===== config.mk =====
export PLATFORM = sky130hd
export DESIGN_NAME = exe_ctrl
export DESIGN_NICKNAME = d
export VERILOG_FILES = /design/src/rtl/exe_ctrl_pkg.sv /design/src/rtl/exe_ctrl_decode.sv /design/src/rtl/exe_ctrl.sv
export SDC_FILE = /design/constraint.sdc
export NUM_CORES = 1
export LEC_CHECK = 0
export CORE_MARGIN = 10
export CORE_UTILIZATION = 45
export CTS_CLUSTER_DIAMETER = 150
export CTS_CLUSTER_SIZE = 25
export DETAILED_ROUTE_END_ITERATION = 16
export HOLD_SLACK_MARGIN = 0.1
export PLACE_DENSITY = 0.74
export SYNTH_ARGS = -nofsm -noshare
export SYNTH_HDL_FRONTEND = slang
export SYNTH_SLANG_ARGS = --single-unit

===== constraint.sdc =====
create_clock -name i_clk -period 2.75 [get_ports i_clk]
set_input_delay 0.825 -clock i_clk [delete_from_list [all_inputs] [get_ports i_clk]]
set_output_delay 0.825 -clock i_clk [all_outputs]
set_load 0.005 [all_outputs]

===== src/rtl/exe_ctrl_pkg.sv =====
// Shared types, instruction field map and widths for the exe_ctrl sequencer.
// Optional macro EXE_CTRL_STEP_EN adds the PAUSE state used for single-stepping.
package exe_ctrl_pkg;

    localparam int INSTR_W = 28;
    localparam int DATA_W  = 10;

    localparam int CLS_HI  = 27;
    localparam int CLS_LO  = 26;
    localparam int OPER_HI = 25;
    localparam int OPER_LO = 23;
    localparam int IMM_BIT = 22;
    localparam int MASK_HI = 25;
    localparam int MASK_LO = 22;
    localparam int RD_HI   = 21;
    localparam int RD_LO   = 18;
    localparam int RS0_HI  = 17;
    localparam int RS0_LO  = 14;
    localparam int RS1_HI  = 13;
    localparam int RS1_LO  = 10;
    localparam int DATA_HI = 9;
    localparam int DATA_LO = 0;

    typedef enum logic [1:0] {
        CLS_ALU  = 2'b00,
        CLS_BR   = 2'b01,
        CLS_HALT = 2'b10,
        CLS_NOP  = 2'b11
    } cls_t;

    typedef enum logic [2:0] {
        IDLE,
        FETCH,
        DECODE,
        EXEC,
        WB,
        DONE
`ifdef EXE_CTRL_STEP_EN
        , PAUSE
`endif
    } state_t;

endpackage


===== src/rtl/exe_ctrl_decode.sv =====
// Combinational instruction field extraction and branch-taken evaluation
// against the latched flag register.
module exe_ctrl_decode
    import exe_ctrl_pkg::*;
(
    input  logic [INSTR_W-1:0]       instr,
    input  logic [3:0]               flag,
    output cls_t                     cls,
    output logic [2:0]               oper,
    output logic                     imm,
    output logic [3:0]               rd,
    output logic [3:0]               rs0,
    output logic [3:0]               rs1,
    output logic signed [DATA_W-1:0] data,
    output logic                     taken
);

    logic [3:0] mask;

    assign cls  = cls_t'(instr[CLS_HI:CLS_LO]);
    assign oper = instr[OPER_HI:OPER_LO];
    assign imm  = instr[IMM_BIT];
    assign rd   = instr[RD_HI:RD_LO];
    assign rs0  = instr[RS0_HI:RS0_LO];
    assign rs1  = instr[RS1_HI:RS1_LO];
    assign data = instr[DATA_HI:DATA_LO];
    assign mask = instr[MASK_HI:MASK_LO];

    // A zero mask is an unconditional branch.
    assign taken = (mask == '0) || ((mask & flag) != '0);

endmodule


===== src/rtl/exe_ctrl.sv =====
// Multi-cycle fetch/decode/execute/write-back sequencer driving the exe stage.
// Define EXE_CTRL_STEP_EN to add the i_step port and the PAUSE state.
module exe_ctrl #(
    parameter int PC_W    = 8,
    parameter int INSTR_W = exe_ctrl_pkg::INSTR_W
) (
    input  logic                                   i_clk,
    input  logic                                   i_rsn,
    input  logic                                   i_start,
`ifdef EXE_CTRL_STEP_EN
    input  logic                                   i_step,
`endif
    input  logic [INSTR_W-1:0]                     i_instr,
    output logic [PC_W-1:0]                        o_pc,
    input  logic signed [exe_ctrl_pkg::DATA_W-1:0] i_result,
    input  logic [3:0]                             i_flag,
    output logic [2:0]                             o_oper,
    output logic [3:0]                             o_reg0,
    output logic [3:0]                             o_reg1,
    output logic [3:0]                             o_reg2,
    output logic                                   o_imm,
    output logic signed [exe_ctrl_pkg::DATA_W-1:0] o_data,
    output logic signed [exe_ctrl_pkg::DATA_W-1:0] o_wdata,
    output logic                                   o_we,
    output logic                                   o_busy,
    output logic                                   o_done
);
    import exe_ctrl_pkg::*;

`ifdef EXE_CTRL_STEP_EN
    localparam state_t RESUME = PAUSE;
`else
    localparam state_t RESUME = FETCH;
`endif

    state_t                    state;
    logic [INSTR_W-1:0]        ir;
    logic [INSTR_W-1:0]        dec_src;
    logic [3:0]                flag;
    cls_t                      cls;
    logic [2:0]                oper;
    logic                      imm;
    logic [3:0]                rd;
    logic [3:0]                rs0;
    logic [3:0]                rs1;
    logic signed [DATA_W-1:0]  data;
    logic                      taken;

    // Operand outputs are registered at the DECODE edge straight from ROM data,
    // so they are already stable throughout EXEC; afterwards the decoder sees IR.
    assign dec_src = (state == DECODE) ? i_instr : ir;

    exe_ctrl_decode u_decode (
        .instr (dec_src),
        .flag  (flag),
        .cls   (cls),
        .oper  (oper),
        .imm   (imm),
        .rd    (rd),
        .rs0   (rs0),
        .rs1   (rs1),
        .data  (data),
        .taken (taken)
    );

    // o_pc is the program counter and o_wdata is the result register.
    always_ff @(posedge i_clk or negedge i_rsn) begin
        if (!i_rsn) begin
            state   <= IDLE;
            o_pc    <= '0;
            ir      <= '0;
            flag    <= '0;
            o_wdata <= '0;
            o_oper  <= '0;
            o_reg0  <= '0;
            o_reg1  <= '0;
            o_reg2  <= '0;
            o_imm   <= 1'b0;
            o_data  <= '0;
            o_we    <= 1'b0;
            o_busy  <= 1'b0;
            o_done  <= 1'b0;
        end else begin
            o_we <= 1'b0;
            case (state)
                IDLE, DONE: begin
                    if (i_start) begin
                        o_pc   <= '0;
                        state  <= FETCH;
                        o_busy <= 1'b1;
                        o_done <= 1'b0;
                    end
                end
                FETCH: state <= DECODE;
                DECODE: begin
                    ir    <= i_instr;
                    state <= EXEC;
                    if (cls == CLS_ALU) begin
                        o_oper <= oper;
                        o_reg0 <= rs0;
                        o_reg1 <= rs1;
                        o_imm  <= imm;
                        o_data <= data;
                    end
                end
                EXEC: begin
                    case (cls)
                        CLS_ALU: begin
                            o_wdata <= i_result;
                            flag    <= i_flag;
                            o_reg2  <= rd;
                            o_we    <= 1'b1;
                            state   <= WB;
                        end
                        CLS_BR: begin
                            o_pc  <= taken ? ir[PC_W-1:0] : o_pc + PC_W'(1);
                            state <= RESUME;
                        end
                        CLS_HALT: begin
                            state  <= DONE;
                            o_busy <= 1'b0;
                            o_done <= 1'b1;
                        end
                        CLS_NOP: begin
                            o_pc  <= o_pc + PC_W'(1);
                            state <= RESUME;
                        end
                    endcase
                end
                WB: begin
                    o_pc  <= o_pc + PC_W'(1);
                    state <= RESUME;
                end
`ifdef EXE_CTRL_STEP_EN
                PAUSE: begin
                    if (i_step) state <= FETCH;
                end
`endif
                default: state <= IDLE;
            endcase
        end
    end

endmodule


==> results.cfg <==
[yosys]
synth_fp_nets = 285
postSynthCellCount = 239
avgSynthCellArea_um2 = 13.22
yosysWarnings = 0
synthesis.area_um2 = 3159
synth_ff_type = dfrtp_1
ys_types = 45
synth_edf_count = 0
ys_seq_area_share_pct = 57.03
synth-seq-cells = 72
synthArstFlopShare_pct = 100.0

[critical_path]
timing.rr.start = state[0]$_DFFE_PN0P_
path_max_fanout = 5
end_kind = register
arrival_ns = 2.78
rr_endpoint = o_pc[4]$_DFFE_PN0P_
reg2regPathDepth = 7
crit_type = in2reg
ff2ff_setup_slack_ns = 0.37
required_ns = 3.03
startpoint_type = input port

[route]
via_per_inst = 5.230
ant_nets = 0
via_count = 2301
avgRoutedWirePerCell_um = 17.36
drc_errors = 0
wl_um = 7640
drtIter0Drc = 67
drtPass1Iterations = 4

[global_route]
grt_first_pass_wirelength_um = 12400
grt_start_max_net_pins = 43
grt_pass1_vias = 2391
grt_usage_pct = 14.20
antenna_found_initial = 0
grt_overflow = 0

[placed_design]
hpwl_um = 5675
portBuffers = 91
post-place-cells = 425
gp_congestion = 0.8717
postPlaceCellArea_um2 = 4233

[cts]
cts-root-buf = clkbuf_8
ctsHoldBuffers = 0
cts_resized = 0
cts_tree = yes
cts.sinks = 72
clock_latency_ns = 0.35
cts_setup_buffers = 0
clockBufferDepth = 2
cts_buffers = 9
path_clk_slew_ns = 0.08
htree_num_levels = 3

[cells_and_area]
final_cells = 440
fin_util_pct = 65.05
syn_to_final_growth_pct = 39.88
fill_cells = 542
antenna_cells = 0
drive_above_1_share_pct = 21.51
fin_area_um2 = 4419
num-nets-final = 386

[pwr]
leakage_nw = 1.855
ir_drop_mv = 0.5631
total_power_w = 0.005064
powerDensity_nw_per_um2 = 1146

[timing]
fin_crit_sh_pct = 90.78
slew_headroom_pct = 59.62
clock_skew_ns = 0.007817
setup_viol = 0
clock.fmax_mhz = 400.6
slew_viol_final = 0
fin_crit_ns = 2.496
worst_pin_slew_ns = 0.6056
rsz0062_at_grt = no
tns_ns = 0
hold_viol_final = 0

[flow_run]
drv_cap = 0

[hold_path]
hp-class = in2async

[die]
core_um2 = 6794
die_h_um = 103.8
num_rows = 30
fp.dieW_um = 103.8
num_io_pins = 92
start_util_pct = 46.50
die-area_um2 = 10770

[run_status]
outcome = complete, no violations
==> power breakdown <==
group / internal (W) / switching [W]
clock network: 0.000414 / 0.000398
logic: 0.00140 / 0.000946
registers: 0.00158 / 0.000326
total: 0.00339 / 0.00167
==> critical path, stage by stage <==
cell and delay [ns]:
clkdlybuf4s50_1 0.44, mux2_2 0.30, a221oi_2 0.42, a211oi_4 0.15, buf_4 0.18, o31ai_1 0.28, a22o_1 0.18
==> kinds of logic after synthesis <==
family                     share of synthesized area, %
DFF                                               57.03
xor gates and xnor gates                         0.8318
and+or+nand+nor                                   9.862
muxes                                             21.94
buffers and inverters                             1.980
AOI/OAI and AO/OA                                 7.960
adders and majority gates                        0.3960
==> metrics by stage <==
step	hold WS [ns]	worst slack, ns
after floorplan	0.4620	0.2476
after global placement	0.4666	-0.008357
after detailed placement	0.4737	-0.07960
after CTS	0.4174	0.2950
after global routing	0.4183	0.2092
final	0.4055	0.2537
==> worst max-delay path by stage <==
stage / start / end / slack (ns) / depth (start not counted)
after floorplan: state[0]$_DFFE_PN0P_ / o_wdata[0]$_DFFE_PN0P_ / 0.25 / 7
after global placement: i_instr[24] / o_pc[2]$_DFFE_PN0P_ / -0.008 / 6
after detailed placement: i_instr[24] / o_pc[4]$_DFFE_PN0P_ / -0.08 / 7
after CTS: i_instr[24] / o_pc[4]$_DFFE_PN0P_ / 0.29 / 7
after global routing: i_instr[24] / o_pc[4]$_DFFE_PN0P_ / 0.21 / 7
final: i_instr[24] / o_pc[4]$_DFFE_PN0P_ / 0.25 / 7
==> cells in the mapped netlist (all sizes together) (3+ instances only) <==
| cell type | number | area [um^2] |
|---|---|---|
| dfrtp | 72 | 1802 |
| buf | 8 | 43.79 |
| nor3b | 3 | 33.78 |
| nand2 | 16 | 60.06 |
| o21a | 4 | 30.03 |
| clkbuf | 3 | 11.26 |
| mux2 | 58 | 653.1 |
| mux2i | 4 | 40.04 |
| a221o | 3 | 30.03 |
| nor2 | 10 | 37.54 |
| a21oi | 7 | 35.03 |
| o21ai | 6 | 30.02 |
| nand4 | 3 | 18.77 |
| nor3 | 3 | 26.28 |
| and3 | 5 | 31.28 |
| nand3b | 3 | 22.52 |
==> metal layers <==
metal,routed length (um),track usage [%],part of all wire [%],up-vias
met5,0,0,0,-
met4,85,5.070,1.1,0
met3,759,7.125,9.9,8
met2,3665,21.80,48,83
met1,3129,16.77,41,1141
li1,-,-,-,1069
==> layout by cell type, fill, tap and decap left out, drive strengths merged, types with 4 or more instances in the layout <==
| master | instances |
|---|---|
| a21oi | 7 |
| and3 | 5 |
| buf | 11 |
| clkbuf | 10 |
| clkdlybuf4s50 | 90 |
| dfrtp | 72 |
| mux2 | 58 |
| mux2i | 4 |
| nand2 | 16 |
| nor2 | 10 |
| o21a | 4 |
| o21ai | 6 |
==> state kept, by name, summed over array words and instances (netlist names) <==
signal   cells
ir          18
o_data      10
o_wdata     10
o_pc         8
flag         4
o_reg0       4
o_reg1       4
o_reg2       4
o_oper       3
state        3
o_busy       1
o_done       1
o_imm        1
o_we         1
==> cell type report <==
cell class	count	area, um^2	share of cell area [%]
Inverter	2	7.507	0.1699
Sequential cell	72	1802	40.77
Timing Repair Buffer	101	1008	22.82
Clock inverter	5	58.81	1.331
Multi-Input combinational cell	154	1295	29.30
Tap cell	96	120.1	2.718
Clock buffer	10	127.6	2.888
Note: power is estimated with default switching activity, not from simulation.
